<file path="config.mk">
export PLATFORM = sky130hd
export DESIGN_NAME = result_readout_flat
export DESIGN_NICKNAME = d
export VERILOG_FILES = /design/src/rtl/result_readout_if.sv /design/src/rtl/result_readout.sv /design/src/flat_wrapper.sv
export SDC_FILE = /design/constraint.sdc
export NUM_CORES = 1
export LEC_CHECK = 0
export CAP_MARGIN = 20
export CORE_MARGIN = 2
export CORE_UTILIZATION = 50
export CTS_CLUSTER_DIAMETER = 50
export DETAILED_ROUTE_END_ITERATION = 6
export PLACE_DENSITY_LB_ADDON = 0.15
export SKIP_CTS_REPAIR_TIMING = 1
export SLEW_MARGIN = 20
export SYNTH_ARGS = -nofsm -noshare
export SYNTH_HDL_FRONTEND = slang
export SYNTH_SLANG_ARGS = --single-unit
</file>
<file path="constraint.sdc">
create_clock -name clk -period 6.16 [get_ports clk]
set_input_delay 0.924 -clock clk [delete_from_list [all_inputs] [get_ports clk]]
set_output_delay 0.924 -clock clk [all_outputs]
set_load 0.005 [all_outputs]
</file>
<file path="src/rtl/result_readout_if.sv">
`default_nettype none
// +--------------------------------------------------------------------------+
// | result_readout_if : results-SRAM read port plus single-lane result stream |
// | Revision: 1.0                                                            |
// +--------------------------------------------------------------------------+
interface result_readout_if #(
  parameter int ADDRESSSIZE    = 10,
  parameter int PARTIAL_SUM_BW = 20,
  parameter int MATRIX_SIZE    = 8,
  parameter int LANE_BW        = $clog2(MATRIX_SIZE)
);
  logic                                  sram_read_enable;
  logic [ADDRESSSIZE-1:0]                sram_address;
  logic [PARTIAL_SUM_BW*MATRIX_SIZE-1:0] sram_data_in;
  logic                                  out_valid;
  logic                                  out_ready;
  logic [PARTIAL_SUM_BW-1:0]             out_data;
  logic [LANE_BW-1:0]                    out_lane;
  logic                                  out_last;

  modport master (
    output sram_read_enable, sram_address, out_valid, out_data, out_lane, out_last,
    input  sram_data_in, out_ready
  );

  modport slave (
    input  sram_read_enable, sram_address, out_valid, out_data, out_lane, out_last,
    output sram_data_in, out_ready
  );
endinterface
`default_nettype wire

</file>
<file path="src/rtl/result_readout.sv">
`default_nettype none
// +--------------------------------------------------------------------------+
// | result_readout : drains a range of results-SRAM rows onto a lane stream  |
// | Revision: 1.0                                                            |
// +--------------------------------------------------------------------------+
module result_readout #(
  parameter int ADDRESSSIZE    = 10,
  parameter int PARTIAL_SUM_BW = 20,
  parameter int MATRIX_SIZE    = 8,
  parameter int LANE_BW        = $clog2(MATRIX_SIZE)
) (
  input  wire                   clk,
  input  wire                   rstn,
  input  wire                   start,
  input  wire [ADDRESSSIZE-1:0] base_address,
  input  wire [ADDRESSSIZE-1:0] row_count,
  output logic                  busy,
  output logic                  done,
  result_readout_if.master      bus
);

  typedef enum logic [2:0] {
    IDLE    = 3'd0,
    REQ     = 3'd1,
    CAPTURE = 3'd2,
    SEND    = 3'd3,
    DONE    = 3'd4
  } state_t;

  localparam logic [LANE_BW-1:0]     LAST_LANE = LANE_BW'(MATRIX_SIZE - 1);
  localparam logic [ADDRESSSIZE-1:0] ONE_ROW   = ADDRESSSIZE'(1);

  state_t                                state;
  state_t                                state_next;
  logic [ADDRESSSIZE-1:0]                row_base;
  logic [ADDRESSSIZE-1:0]                total_rows;
  logic [ADDRESSSIZE-1:0]                row;
  logic [ADDRESSSIZE-1:0]                row_inc;
  logic [LANE_BW-1:0]                    lane;
  logic [PARTIAL_SUM_BW*MATRIX_SIZE-1:0] row_buf;
  logic [PARTIAL_SUM_BW-1:0]             lane_word [MATRIX_SIZE];
  logic                                  in_send;
  logic                                  last_lane;

  genvar g;
  generate
    for (g = 0; g < MATRIX_SIZE; g++) begin : g_lane_view
      assign lane_word[g] = row_buf[g*PARTIAL_SUM_BW +: PARTIAL_SUM_BW];
    end
  endgenerate

  assign in_send   = (state == SEND);
  assign last_lane = (lane == LAST_LANE);
  assign row_inc   = row + ONE_ROW;

  always_ff @(posedge clk or negedge rstn) begin
    if (!rstn) begin
      state <= IDLE;
    end else begin
      state <= state_next;
    end
  end

  always_comb begin
    state_next = state;
    case (state)
      IDLE: begin
        if (start) begin
          state_next = (row_count == '0) ? DONE : REQ;
        end
      end
      REQ:     state_next = CAPTURE;
      CAPTURE: state_next = SEND;
      SEND: begin
        if (bus.out_ready && last_lane) begin
          state_next = (row_inc < total_rows) ? REQ : DONE;
        end
      end
      DONE:    state_next = IDLE;
      default: state_next = IDLE;
    endcase
  end

  // Counters and the row buffer only move in the state that owns them.
  always_ff @(posedge clk or negedge rstn) begin
    if (!rstn) begin
      row_base   <= '0;
      total_rows <= '0;
      row        <= '0;
      lane       <= '0;
      row_buf    <= '0;
    end else begin
      case (state)
        IDLE: begin
          if (start) begin
            row_base   <= base_address;
            total_rows <= row_count;
            row        <= '0;
          end
        end
        CAPTURE: begin
          row_buf <= bus.sram_data_in;
          lane    <= '0;
        end
        SEND: begin
          if (bus.out_ready) begin
            lane <= lane + 1'b1;
            if (last_lane) begin
              row <= row_inc;
            end
          end
        end
        default: begin
        end
      endcase
    end
  end

  // Address addition wraps naturally at the SRAM boundary.
  assign bus.sram_read_enable = (state == REQ);
  assign bus.sram_address     = (state == REQ) ? (row_base + row) : '0;
  assign bus.out_valid        = in_send;
  assign bus.out_data         = in_send ? lane_word[lane] : '0;
  assign bus.out_lane         = in_send ? lane : '0;
  assign bus.out_last         = in_send && last_lane && (row == total_rows - ONE_ROW);
  assign busy                 = (state != IDLE);
  assign done                 = (state == DONE);

endmodule
`default_nettype wire

</file>
<file path="src/flat_wrapper.sv">
// flat-port wrapper written by rule: the top's interface ports become plain ports
module result_readout_flat 
#(
  parameter int ADDRESSSIZE    = 10,
  parameter int PARTIAL_SUM_BW = 20,
  parameter int MATRIX_SIZE    = 8,
  parameter int LANE_BW        = $clog2(MATRIX_SIZE)
)
  (clk, rstn, start, base_address, row_count, busy, done, bus_sram_read_enable, bus_sram_address, bus_out_valid, bus_out_data, bus_out_lane, bus_out_last, bus_sram_data_in, bus_out_ready);
  result_readout_if #(.ADDRESSSIZE(ADDRESSSIZE), .PARTIAL_SUM_BW(PARTIAL_SUM_BW), .MATRIX_SIZE(MATRIX_SIZE), .LANE_BW(LANE_BW)) bus_i ();
  input  wire clk;
  input  wire rstn;
  input  wire start;
  input  wire [ADDRESSSIZE-1:0] base_address;
  input  wire [ADDRESSSIZE-1:0] row_count;
  output logic busy;
  output logic done;
  output wire logic [$bits(bus_i.sram_read_enable)-1:0] bus_sram_read_enable;
  output wire logic [$bits(bus_i.sram_address)-1:0] bus_sram_address;
  output wire logic [$bits(bus_i.out_valid)-1:0] bus_out_valid;
  output wire logic [$bits(bus_i.out_data)-1:0] bus_out_data;
  output wire logic [$bits(bus_i.out_lane)-1:0] bus_out_lane;
  output wire logic [$bits(bus_i.out_last)-1:0] bus_out_last;
  input wire logic [$bits(bus_i.sram_data_in)-1:0] bus_sram_data_in;
  input wire logic [$bits(bus_i.out_ready)-1:0] bus_out_ready;
  assign bus_sram_read_enable = bus_i.sram_read_enable;
  assign bus_sram_address = bus_i.sram_address;
  assign bus_out_valid = bus_i.out_valid;
  assign bus_out_data = bus_i.out_data;
  assign bus_out_lane = bus_i.out_lane;
  assign bus_out_last = bus_i.out_last;
  assign bus_i.sram_data_in = bus_sram_data_in;
  assign bus_i.out_ready = bus_out_ready;
  result_readout #(.ADDRESSSIZE(ADDRESSSIZE), .PARTIAL_SUM_BW(PARTIAL_SUM_BW), .MATRIX_SIZE(MATRIX_SIZE), .LANE_BW(LANE_BW)) u_core (.clk(clk), .rstn(rstn), .start(start), .base_address(base_address), .row_count(row_count), .busy(busy), .done(done), .bus(bus_i));
endmodule
</file>
==> impl_metrics.env <==
export IMPL_htreeDepth=4
export IMPL_critical_path_slowest_cell="dfrtp_2"
export IMPL_synth_seq_area_share=0.4999
export IMPL_num_vias=6749
export IMPL_vias_per_cell=5.523
export IMPL_clk_pin_slew_ps=80
export IMPL_synth_nets=943
export IMPL_syn_cell_area_um2=9812
export IMPL_fin_area_um2=12860
export IMPL_cp_end_kind="output pin"
export IMPL_drive_gt1_frac=0.2725
export IMPL_critPathArrivalTime_ps=3310
export IMPL_ys_ff_latch=196
export IMPL_place_gp_congestion=0.8713
export IMPL_worstSetupPathType="reg2out"
export IMPL_critPathLaunchType="flip-flop"
export IMPL_worst_slack_ps=1921
export IMPL_yosysWarningCount=0
export IMPL_placedInstanceArea_um2=12210
export IMPL_area_growth_pct=31.05
export IMPL_worst_slew_pin_slew_ps=1128
export IMPL_grt_pass1_wl_um=37990
export IMPL_status="finished clean"
export IMPL_drv_cap=0
export IMPL_timing_clock_skew_ps=12.23
export IMPL_dr_pass1_iters=5
export IMPL_max_freq_mhz=235.9
export IMPL_cts_tree="built"
export IMPL_die_x_um=144.1
export IMPL_grt_util_all_layers=0.2418
export IMPL_grt_ovfl_total=0
export IMPL_boundaryPins=222
export IMPL_finalPower_mw=6.131
export IMPL_antenna_found_initial=1
export IMPL_p_leak_nw=5.223
export IMPL_p_per_area_nw_per_um2=476.8
export IMPL_ir_drop_mv=0.2424
export IMPL_coreArea_um2=19330
export IMPL_synth_ff_type="dfrtp_1"
export IMPL_layout_nets=1150
export IMPL_drt_initial_drc_count=413
export IMPL_tns_ps=0
export IMPL_max_stage_delay_ps=1120
export IMPL_ant_nets=0
export IMPL_post_route_min_period_ps=4239
export IMPL_port_buffers=221
export IMPL_dp_hpwl_um=17690
export IMPL_setup_viol=0
export IMPL_min_path_type="in2async"
export IMPL_synth_avg_cell_area_um2=13.35
export IMPL_relSlewSlack=0.2480
export IMPL_crit_top_cell="ha_1"
export IMPL_dieHeight_um=144.1
export IMPL_hold_viol=0
export IMPL_clk_path_buf_depth=2
export IMPL_grt_max_degree=88
export IMPL_synth_edf_count=0
export IMPL_cp_cell_sequence="ha_1 > ha_1 > nand3_1 > nor3_1 > nand4_1 > a2111oi_2 > clkdlybuf4s50_1"
export IMPL_required_ps=5240
export IMPL_drc_errors=0
export IMPL_slew_viol_final=0
export IMPL_syn_inst=735
export IMPL_rows=51
export IMPL_pre_cts_slack_ps=2338
export IMPL_insertion_delay_ps=430
export IMPL_root_buffer="clkbuf_16"
export IMPL_cts_buffers=17
export IMPL_cts_sinks=196
export IMPL_die_area_um2=20760
export IMPL_grt_pass1_vias=7229
export IMPL_worstPathMaxFanout=44
export IMPL_synth_cell_types=51
export IMPL_rsz0062_at_grt="no"
export IMPL_period_share=0.6881
export IMPL_initial_core_util=0.5075
export IMPL_n_fill_cell=1446
export IMPL_wl_per_cell_um=19.91
export IMPL_ys_async_sr_fraction=1.000
export IMPL_routed_wirelength_um=24340
==> registers in the layout, indices dropped and copies added, names as in the netlist <==
signal,count
u_core.row_buf,160
u_core.state,3
u_core.row_base,10
u_core.lane,3
u_core.total_rows,10
u_core.row,10
==> worst paths after layout <==
path                               startpoint                  to  slack, ps  depth (start not counted)
setup / recovery               u_core.lane[1]        bus_out_last       1920                          7
hold / removal                           rstn  u_core.row_buf[92]        470                          1
setup reg to reg               u_core.lane[1]       u_core.row[8]       3340                          7
hold reg to reg            u_core.row_buf[83]  u_core.row_buf[83]        510                          1
max in group asynchronous                rstn  u_core.row_buf[24]       4550                          2
min in group clk           u_core.row_buf[83]  u_core.row_buf[83]        510                          1
==> report_power, final <==
part	switching, mW	internal, mW	leakage, nW
sequential	0.486	1.89	2.29
clock	0.534	0.620	0.300
combinational	0.967	1.63	2.63
total	1.99	4.14	5.22
==> routing by layer <==
metal,global-route usage,wire length (um),vias up
met5,0,0,-
met4,0.08514,572,0
met3,0.04040,1010,45
met2,0.4183,12650,188
met1,0.3094,10100,3420
li1,-,-,3096
==> Yosys cell counts, drive strengths merged, types with 2 or more instances <==
| master | count | area share |
|---|---|---|
| nor4 | 3 | 0.0019 |
| a21oi | 12 | 0.0061 |
| o31ai | 3 | 0.0023 |
| nor3b | 2 | 0.0015 |
| nand4 | 4 | 0.0025 |
| mux2 | 170 | 0.20 |
| a21o | 3 | 0.0023 |
| o21a | 4 | 0.0031 |
| a22o | 2 | 0.0018 |
| xor2 | 8 | 0.0071 |
| nor3 | 6 | 0.0031 |
| dfrtp | 196 | 0.50 |
| clkbuf | 15 | 0.0059 |
| nor2b | 3 | 0.0019 |
| mux2i | 23 | 0.023 |
| buf | 26 | 0.016 |
| or4 | 3 | 0.0027 |
| a31oi | 5 | 0.0032 |
| o21bai | 2 | 0.0015 |
| a211oi | 3 | 0.0023 |
| nand2b | 6 | 0.0038 |
| mux4 | 40 | 0.092 |
| nand2 | 34 | 0.013 |
| nor2 | 41 | 0.016 |
| o21ai | 28 | 0.014 |
| or3 | 2 | 0.0013 |
| inv | 20 | 0.0077 |
| nand3 | 9 | 0.0059 |
| and3 | 7 | 0.0045 |
| and2 | 4 | 0.0025 |
| ha | 23 | 0.029 |
| xnor2 | 16 | 0.014 |
==> critical path: cells and delay by family (launching register included) <==
kind	cells	cell delay (ps)
flops	1	1120
compound gates	1	330
fa+ha+maj	2	490
buf+inv	1	570
simple gates	3	380
==> layout make-up <==
cell class / instances / area, um2 / share of cell area
Sequential cell: 196 / 4907 / 0.3816
Multi-Input combinational cell: 478 / 4628 / 0.3599
Timing Repair Buffer: 229 / 2296 / 0.1786
Clock buffer: 17 / 425.4 / 0.03308
Tap cell: 265 / 331.6 / 0.02579
Clock inverter: 14 / 187.7 / 0.01460
Inverter: 20 / 75.07 / 0.005838
Antenna cell: 3 / 7.507 / 0.0005838
==> stage by stage <==
step,util,hold WS [ps],instances
floorplan,-,475.1,735
global placement,0.6315,485.4,1187
detailed placement,0.6315,491.2,1187
CTS,0.6632,470.5,1218
global route,0.6648,488.1,1220
finish,0.6650,465.1,1222
==> cell usage in the layout (no fill, tap or decap), drive strengths merged, types with 23 or more instances in the layout <==
master and n:
clkdlybuf4s50 220, dfrtp 196, mux2 170, nor2 41
mux4 40, nand2 34, o21ai 28, inv 27
mux2i 23, ha 23
==> cell families (layout without fill, tap and decap cells) <==
logic type	count (synthesis)	count (layout)	share of synthesized area
buf+inv	61	280	0.02920
other cells	0	3	0
flops	196	196	0.4999
compound gates	70	70	0.04450
simple gates	127	127	0.06325
fa+ha+maj	24	24	0.03137
mux	233	233	0.3104
xor+xnor	24	24	0.02142
(Power assumes the default switching activity.)
